File: src/rtl/cpu_pkg.sv
// Shared CPU definitions: datapath widths, fetch FSM states and the IF/ID bundle.
package cpu_pkg;

  localparam int INSTR_W = 32;
  localparam int ADDR_W  = 32;
  localparam logic [ADDR_W-1:0] PC_STEP = 32'd4;

  // state | meaning
  // FETCH | PC is in range; each unstalled edge loads a word into IF/ID
  // DONE  | PC ran past the end of memory; IF/ID receives bubbles only
  typedef enum logic {
    FETCH = 1'b0,
    DONE  = 1'b1
  } fetch_state_t;

  typedef struct packed {
    logic [INSTR_W-1:0] instr;
    logic [ADDR_W-1:0]  pc;
    logic [ADDR_W-1:0]  pc_plus4;
    logic               valid;
  } ifid_t;

  // Word-align a byte address by clearing its two low bits.
  function automatic logic [ADDR_W-1:0] word_align(input logic [ADDR_W-1:0] addr);
    return addr & ~32'd3;
  endfunction

endpackage

File: src/rtl/pc_reg.sv
// Program counter with redirect > hold > advance priority and target alignment.
module pc_reg
  import cpu_pkg::*;
#(
  parameter logic [ADDR_W-1:0] RESET_PC = 32'd0
) (
  input  logic              clk,
  input  logic              reset,
  input  logic              i_redirect,
  input  logic [ADDR_W-1:0] i_target,
  input  logic              i_advance,
  output logic [ADDR_W-1:0] o_pc,
  output logic [ADDR_W-1:0] o_target_aligned
);

  logic [ADDR_W-1:0] r_pc;
  logic [ADDR_W-1:0] w_target_aligned;

  // Aligned redirect target, also used by the fetch FSM for its range check.
  always_comb begin
    w_target_aligned = word_align(i_target);
  end

  // PC register: reset, then redirect, then advance; otherwise hold.
  always_ff @(posedge clk) begin
    if (reset) begin
      r_pc <= RESET_PC;
    end else if (i_redirect) begin
      r_pc <= w_target_aligned;
    end else if (i_advance) begin
      r_pc <= r_pc + PC_STEP;
    end
  end

  assign o_pc             = r_pc;
  assign o_target_aligned = w_target_aligned;

endmodule

File: src/rtl/instr_fetch_stage.sv
// Instruction fetch stage: PC, fetch FSM and the IF/ID pipeline register.
module instr_fetch_stage
  import cpu_pkg::*;
#(
  parameter logic [31:0] RESET_PC   = 32'd0,
  parameter logic [31:0] IMEM_BYTES = 32'd32
) (
  input  logic        clk,
  input  logic        reset,
  output logic [31:0] read_address,
  input  logic [31:0] instr,
  input  logic        stall,
  input  logic        flush,
  input  logic        redirect_valid,
  input  logic [31:0] redirect_target,
  output logic [31:0] ifid_instr,
  output logic [31:0] ifid_pc,
  output logic [31:0] ifid_pc_plus4,
  output logic        ifid_valid,
  output logic        fetch_done,
  output logic [31:0] fetch_count
);

  fetch_state_t r_state;
  fetch_state_t w_state_next;
  ifid_t        r_ifid;
  logic [31:0]  r_fetch_count;
  logic [31:0]  w_pc;
  logic [31:0]  w_pc_plus4;
  logic [31:0]  w_target_aligned;
  logic         w_advance;
  logic         w_load;

  pc_reg #(
    .RESET_PC(RESET_PC)
  ) u_pc_reg (
    .clk              (clk),
    .reset            (reset),
    .i_redirect       (redirect_valid),
    .i_target         (redirect_target),
    .i_advance        (w_advance),
    .o_pc             (w_pc),
    .o_target_aligned (w_target_aligned)
  );

  assign w_pc_plus4 = w_pc + PC_STEP;

  // Fetch FSM state register.
  always_ff @(posedge clk) begin
    if (reset) begin
      r_state <= FETCH;
    end else begin
      r_state <= w_state_next;
    end
  end

  // Next state plus the advance/load strobes; a redirect re-evaluates the range.
  always_comb begin
    w_state_next = r_state;
    w_advance    = 1'b0;
    w_load       = 1'b0;
    if (r_state == FETCH) begin
      w_advance = !stall;
      w_load    = 1'b1;
    end
    if (redirect_valid) begin
      w_state_next = (w_target_aligned < IMEM_BYTES) ? FETCH : DONE;
    end else if (w_advance && (w_pc_plus4 >= IMEM_BYTES)) begin
      w_state_next = DONE;
    end
  end

  // IF/ID register: squash on redirect/flush, hold on stall, else load or bubble.
  always_ff @(posedge clk) begin
    if (reset) begin
      r_ifid <= '0;
    end else if (redirect_valid || flush) begin
      r_ifid <= '0;
    end else if (!stall) begin
      if (w_load) begin
        r_ifid.instr    <= instr;
        r_ifid.pc       <= w_pc;
        r_ifid.pc_plus4 <= w_pc_plus4;
        r_ifid.valid    <= 1'b1;
      end else begin
        r_ifid.valid <= 1'b0;
      end
    end
  end

  // Saturating count of real instructions loaded into IF/ID.
  always_ff @(posedge clk) begin
    if (reset) begin
      r_fetch_count <= '0;
    end else if (!redirect_valid && !flush && !stall && w_load) begin
      if (r_fetch_count != 32'hFFFF_FFFF) begin
        r_fetch_count <= r_fetch_count + 32'd1;
      end
    end
  end

  assign read_address  = w_pc;
  assign ifid_instr    = r_ifid.instr;
  assign ifid_pc       = r_ifid.pc;
  assign ifid_pc_plus4 = r_ifid.pc_plus4;
  assign ifid_valid    = r_ifid.valid;
  assign fetch_done    = (r_state == DONE);
  assign fetch_count   = r_fetch_count;

endmodule

File: config.mk
export PLATFORM = sky130hd
export DESIGN_NAME = instr_fetch_stage
export DESIGN_NICKNAME = d
export VERILOG_FILES = /design/src/rtl/cpu_pkg.sv /design/src/rtl/pc_reg.sv /design/src/rtl/instr_fetch_stage.sv
export SDC_FILE = /design/constraint.sdc
export NUM_CORES = 1
export LEC_CHECK = 0
export BUFFER_PORTS_ARGS = -buffer_cell sky130_fd_sc_hd__buf_2
export CORE_UTILIZATION = 52
export CTS_CLUSTER_SIZE = 8
export DETAILED_ROUTE_END_ITERATION = 10
export GPL_ROUTABILITY_DRIVEN = 0
export PLACE_DENSITY = 0.78
export SYNTH_ARGS = -nofsm -noshare
export SYNTH_HDL_FRONTEND = slang
export SYNTH_SLANG_ARGS = --single-unit
File: constraint.sdc
create_clock -name clk -period 2.25 [get_ports clk]
set_input_delay 0.225 -clock clk [delete_from_list [all_inputs] [get_ports clk]]
set_output_delay 0.225 -clock clk [all_outputs]
set_load 0.01 [all_outputs]
# Yosys cells after proc, flatten, opt, wreduce, memory -nomap -nowiden

Cells that the tools add are included.

Output and inout port bits: 162
Register bits: 162

Bitwise gates (word level): 2
Reductions and logical operators: 14
Eq/ne operators: 1
Add/sub/neg operators: 2
Muxes and demuxes: 7
Magnitude comparators: 2

Operator list:

| kind                                                        | number |
|---|---|
| 2-to-1 mux 32 bit                                           | 2 |
| adder 32 x 1 -> 32 bit, second input constant               | 1 |
| adder 32 x 3 -> 32 bit, second input constant               | 1 |
| >= comparator 32 x 6 -> 1 bit, second input constant        | 1 |
| less-than comparator 32 x 6 -> 1 bit, second input constant | 1 |
| != test 32 bit, second input constant                       | 1 |
| 2-to-1 mux 1 bit                                            | 5 |
| logical AND 1 bit                                           | 4 |
| AND reduction 2 bit                                         | 2 |
| nonzero test 2 bit                                          | 2 |
| OR reduction 2 bit                                          | 2 |
| zero test 1 bit                                             | 3 |
| inverter 1 bit                                              | 2 |
| logical OR 1 bit                                            | 1 |

# Depth between registers and ports, before layout

Depth after elaboration: 5
Mapped depth: 8
Gate-level depth less buffers: 7

# Hierarchy

From an unflattened synthesis, not the netlist that was laid out.

Cell total of the unflattened synthesis: 1017
Area total of the unflattened synthesis: 8030.2 um2

Modules (own cells, without submodules):

| module            | times used | cells an instance | area an instance (um2) |
|---|---|---|---|
| instr_fetch_stage | 1          | 734               | 5860.6 |
| pc_reg            | 1          | 283               | 2169.6 |

# Worst setup path before layout

Ideal clock, no wire load.

Path type: register to register
Start point: register u_pc_reg.r_pc[11] (netlist: u_pc_reg.o_pc[11])
End point: register r_state (netlist: fetch_done)
Setup slack: 0.181 ns
Required time: 2.111 ns
Data arrival time: 1.930 ns
Library setup time: 0.139 ns
Stages on the path, launching flop included: 9
Path through: dfxtp_1 clkbuf_8 nand4_2 buf_6 nor4_2 nand4_2 a2111oi_0 o21bai_1 a41oi_1

Longest elaborated chain between the ends: 4

Ends and longest elaborated chain:

| item                                | RTL line                | text |
|---|---|---|
| start: declaration                  | pc_reg.sv:16            | `logic [ADDR_W-1:0] r_pc;` |
| start signal: assignment            | pc_reg.sv:29            | `r_pc <= w_target_aligned;` |
| start signal: assignment            | pc_reg.sv:31            | `r_pc <= r_pc + PC_STEP;` |
| adder 32 x 3 -> 32 bit              | instr_fetch_stage.sv:46 | `assign w_pc_plus4 = w_pc + PC_STEP;` |
| >= comparator 32 x 6 -> 1 bit       | instr_fetch_stage.sv:68 | `end else if (w_advance && (w_pc_plus4 >= IMEM_BYTES)) begin` |
| logical AND 1 bit                   | instr_fetch_stage.sv:68 |  |
| nonzero test 2 bit (no source line) | -                       |  |
| end signal: assignment              | instr_fetch_stage.sv:53 | `r_state <= w_state_next;` |
| end: declaration                    | instr_fetch_stage.sv:24 | `fetch_state_t r_state;` |

No other way between the ends.
A chain may end at the register's enable or synchronous reset.

# Worst setup path in the final report

Start point: register u_pc_reg.r_pc[3] (netlist: u_pc_reg.o_pc[3])
End point: register r_state (netlist: fetch_done)

Same word-level chain as after synthesis.

==> metrics.md <==
| Metric | Value |
|---|---|
| Outcome | finished, final reports clean |
| Syn Std Cell Area | 7420 sq um |
| TritonCTS clock tree | done |
| Seq/Total Area, Yosys | 42.1% |
| Max-slew violation count | 0 |
| Worst-path cell chain | ha_2 > nand2_1 > nor4_4 > nand2_1 > xor2_1 > nor4bb_2 > a41oi_1 |
| Worst Path Required | 2.54 ns |
| Worst clock skew | 0.00567 ns |
| Max VDD drop | 0.000500 V |
| Crit path max fanout | 3 |
| Area delta synth->final | 28.4% |
| HPWL Detailed | 15,600 microns |
| Share of post-route cells with drive strength above 1 | 30.1% |
| Nets | 1,235 |
| Number of buffers created by CTS | 17 |
| Clk pin slew, worst setup/hold paths | 0.07 ns |
| Number of flops mapped to enable cells by yosys | 0 |
| Finished Layout Cells | 1,358 |
| Post-route cell area | 9530 sq um |
| Pleak | 4.01 nW |
| Post-DRT Antenna Nets | 0 |
| P_sw | 0.00168 W |
| FF+latch count, synth | 156 |
| Post-Synthesis Cells | 927 |
| Via count | 7,609 |
| CTS Sinks | 156 |
| Internal | 0.00465 W |
| Core area | 13,900 sq um |
| GRT Total Usage | 29.5% |
| PortBufs | 222 |
| Die Area | 14,800 sq um |
| Syn avg cell area | 8.01 sq um |
| Crit-path max cell delay | 0.44 ns |
| Nature of the critical path endpoint | flip-flop |
| Final Hold Fails | 0 |
| H-tree depth | 4 |
| Sw Share | 26.6% |
| 1st-iter DRT viols | 561 |
| Initial core utilization | 53.5% |
| Worst slew pin tran | 0.825 ns |
| Placed instance count | 1,317 |
| Cell mode on critical path | nand2_1 |
| Crit start category | flip-flop |
| Largest net degree at the start of global routing | 74 |
| Clk pwr share | 44.0% |
| Slowest library cell on the worst path | nor4bb_2 |
| Via/cell ratio | 5.60 |
| Tcrit/Tclk final | 97.0% |
| WL per Instance | 16.3 microns |
| Rel. slew slack | 44.6% |
| Hold crit path type | in -> reg |
| Setup CP Type | reg -> reg |
| CP Buf/Inv Count | 0 |
| Max-Cap Viols | 0 |
| Die Wd | 121 microns |
| Row count | 43 |
| Io pins | 231 |
| Maximum root-to-sink buffer count | 2 |
| Final setup violation count | 0 |
| Max Fclk | 458 MHz |
| First-pass GRT wire length | 34,000 microns |
| Crit path max-delay family | simple AND/OR/NAND/NOR gates |
| DRC | 0 |
| Vias in the first global route | 6,750 |
| Yosys warns | 0 |
| Reg power frac | 45.5% |
| Ys flop type | dfxtp_1 |
| Critical Path AT | 2.47 ns |
| Total grt overflow | 0 |
| Clock Latency Late Sink | 0.43 ns |
| Async S/R FF share, synth | 0% |
| Initial antenna violation count | 2 |
| Final WL | 22,200 microns |
| Combinational share of power | 10.4% |
| Netlist cell types | 58 |
| Tmin final | 2.18 ns |
| Fillers | 1,158 |
| Die H | 121 microns |
| TritonRoute pass-1 iters | 5 |
| Placed cell areas | 8810 sq um |
| Cell area power density | 665 nW/um^2 |
| CTS Root Cell | clkbuf_16 |
layout by cell type (no fill, tap or decap), drive strengths merged, types with 4 or more instances in the layout:
cell type	n
buf	294
nand2	177
dfxtp	156
a21oi	110
nor2	90
o21ai	33
nand4	33
xor2	29
a211oi	28
xnor2	27
nand3	23
nor3	22
or3	21
clkbuf	19
nor4	18
inv	17
and4	8
conb	6
or4	6
and2	5
and3	4
o211a	4
o211ai	4
a211o	4
clkinv	4
layout make-up:
cell class,instances,area (sq um),area share [%]
multi-input cells,684,3890,40.8
repair buffers,294,1680,17.6
inverters,11,41.3,0.433
clock inverters,13,129,1.35
flip-flops and latches,156,3120,32.8
clock buffers,19,443,4.65
diodes,1,2.50,0.0263
well taps,180,225,2.36
path summary, 6_finish.rpt:
kind / startpoint / endpoint / slack (ns) / depth (start not counted)
setup / recovery: u_pc_reg.o_pc[3] / fetch_done / 0.07 / 7
setup reg to reg: u_pc_reg.o_pc[3] / fetch_done / 0.07 / 7
hold reg to reg: ifid_pc[31] / ifid_pc[31] / 0.45 / 2
hold / removal: instr[7] / ifid_instr[7] / 0.03 / 3
power groups by stage:
stage	Clock, W	Sequential, W	Combinational (W)
after floorplan	0	0.00295	0.000383
after detailed placement	0	0.00294	0.000641
after CTS	0.00283	0.00288	0.000646
after global placement	0	0.00294	0.000637
final	0.00279	0.00289	0.000661
after global routing	0.00293	0.00289	0.000718
synthesized netlist by cell type, drive strengths merged, types with 21 or more instances:
cell	count	area share, %
nand2	177	9.0
nor2	90	4.6
xnor2	27	3.2
nand4	33	3.4
buf	31	3.0
nand3	23	1.7
or3	21	1.8
clkbuf	50	3.5
a211oi	28	2.8
o21ai	33	2.2
a21oi	110	7.4
dfxtp	156	42
xor2	29	3.4
nor3	22	1.5
layer usage:
layer / vias up / track usage (%) / wire length (microns)
met5: - / 0 / 13
met4: 2 / 9.49 / 439
met3: 46 / 9.21 / 2340
met2: 376 / 46.6 / 10100
met1: 3500 / 38.2 / 9270
li1: 3685 / - / -
cells by family after synthesis:
kind of cell             after synthesis  synth area share (%)
flip-flops                           156                  42.1
other                                  1                0.0505
multiplexers                           4                 0.573
buffers and inverters                 92                  6.98
AND/OR/NAND/NOR                      416                  27.6
adder cells (fa/ha/maj)                2                 0.337
AO/OA/AOI/OAI                        200                  15.8
XOR/XNOR                              56                  6.61
tightest hold or removal path, delay by kind of cell:
family                 cells  cell delay (ns)
AO/OA/AOI/OAI              1             0.05
buffers and inverters      1             0.09
AND/OR/NAND/NOR            1             0.04
through the flow:
stage	utilization, %	setup TNS [ns]	total power [W]	hold slack, ns	setup WS [ns]
6_report	68.7	0	0.00633	0.0293	0.0680
5_1_grt	68.7	-0.0436	0.00654	0.0239	-0.0436
4_1_cts	67.6	0	0.00635	0.00310	0.00861
3_5_place_dp	63.5	0	0.00358	0.444	0.0428
3_3_place_gp	63.5	0	0.00357	0.439	0.0428
2_1_floorplan	-	0	0.00333	0.361	0.181
flip-flops by register name (all words and copies together), names as in the netlist:
| register | cells |
|---|---|
| fetch_done | 1 |
| u_pc_reg.o_pc | 30 |
| ifid_pc_plus4 | 30 |
| fetch_count | 32 |
| ifid_instr | 32 |
| ifid_valid | 1 |
| ifid_pc | 30 |
what timing repair did:
item	CTS	global route
endpoints found under the setup margin	1	14
hold buffers	0	0
pin swaps	0	4
gates resized for setup	1	14
setup buffers	0	8
(Power assumes the default switching activity.)
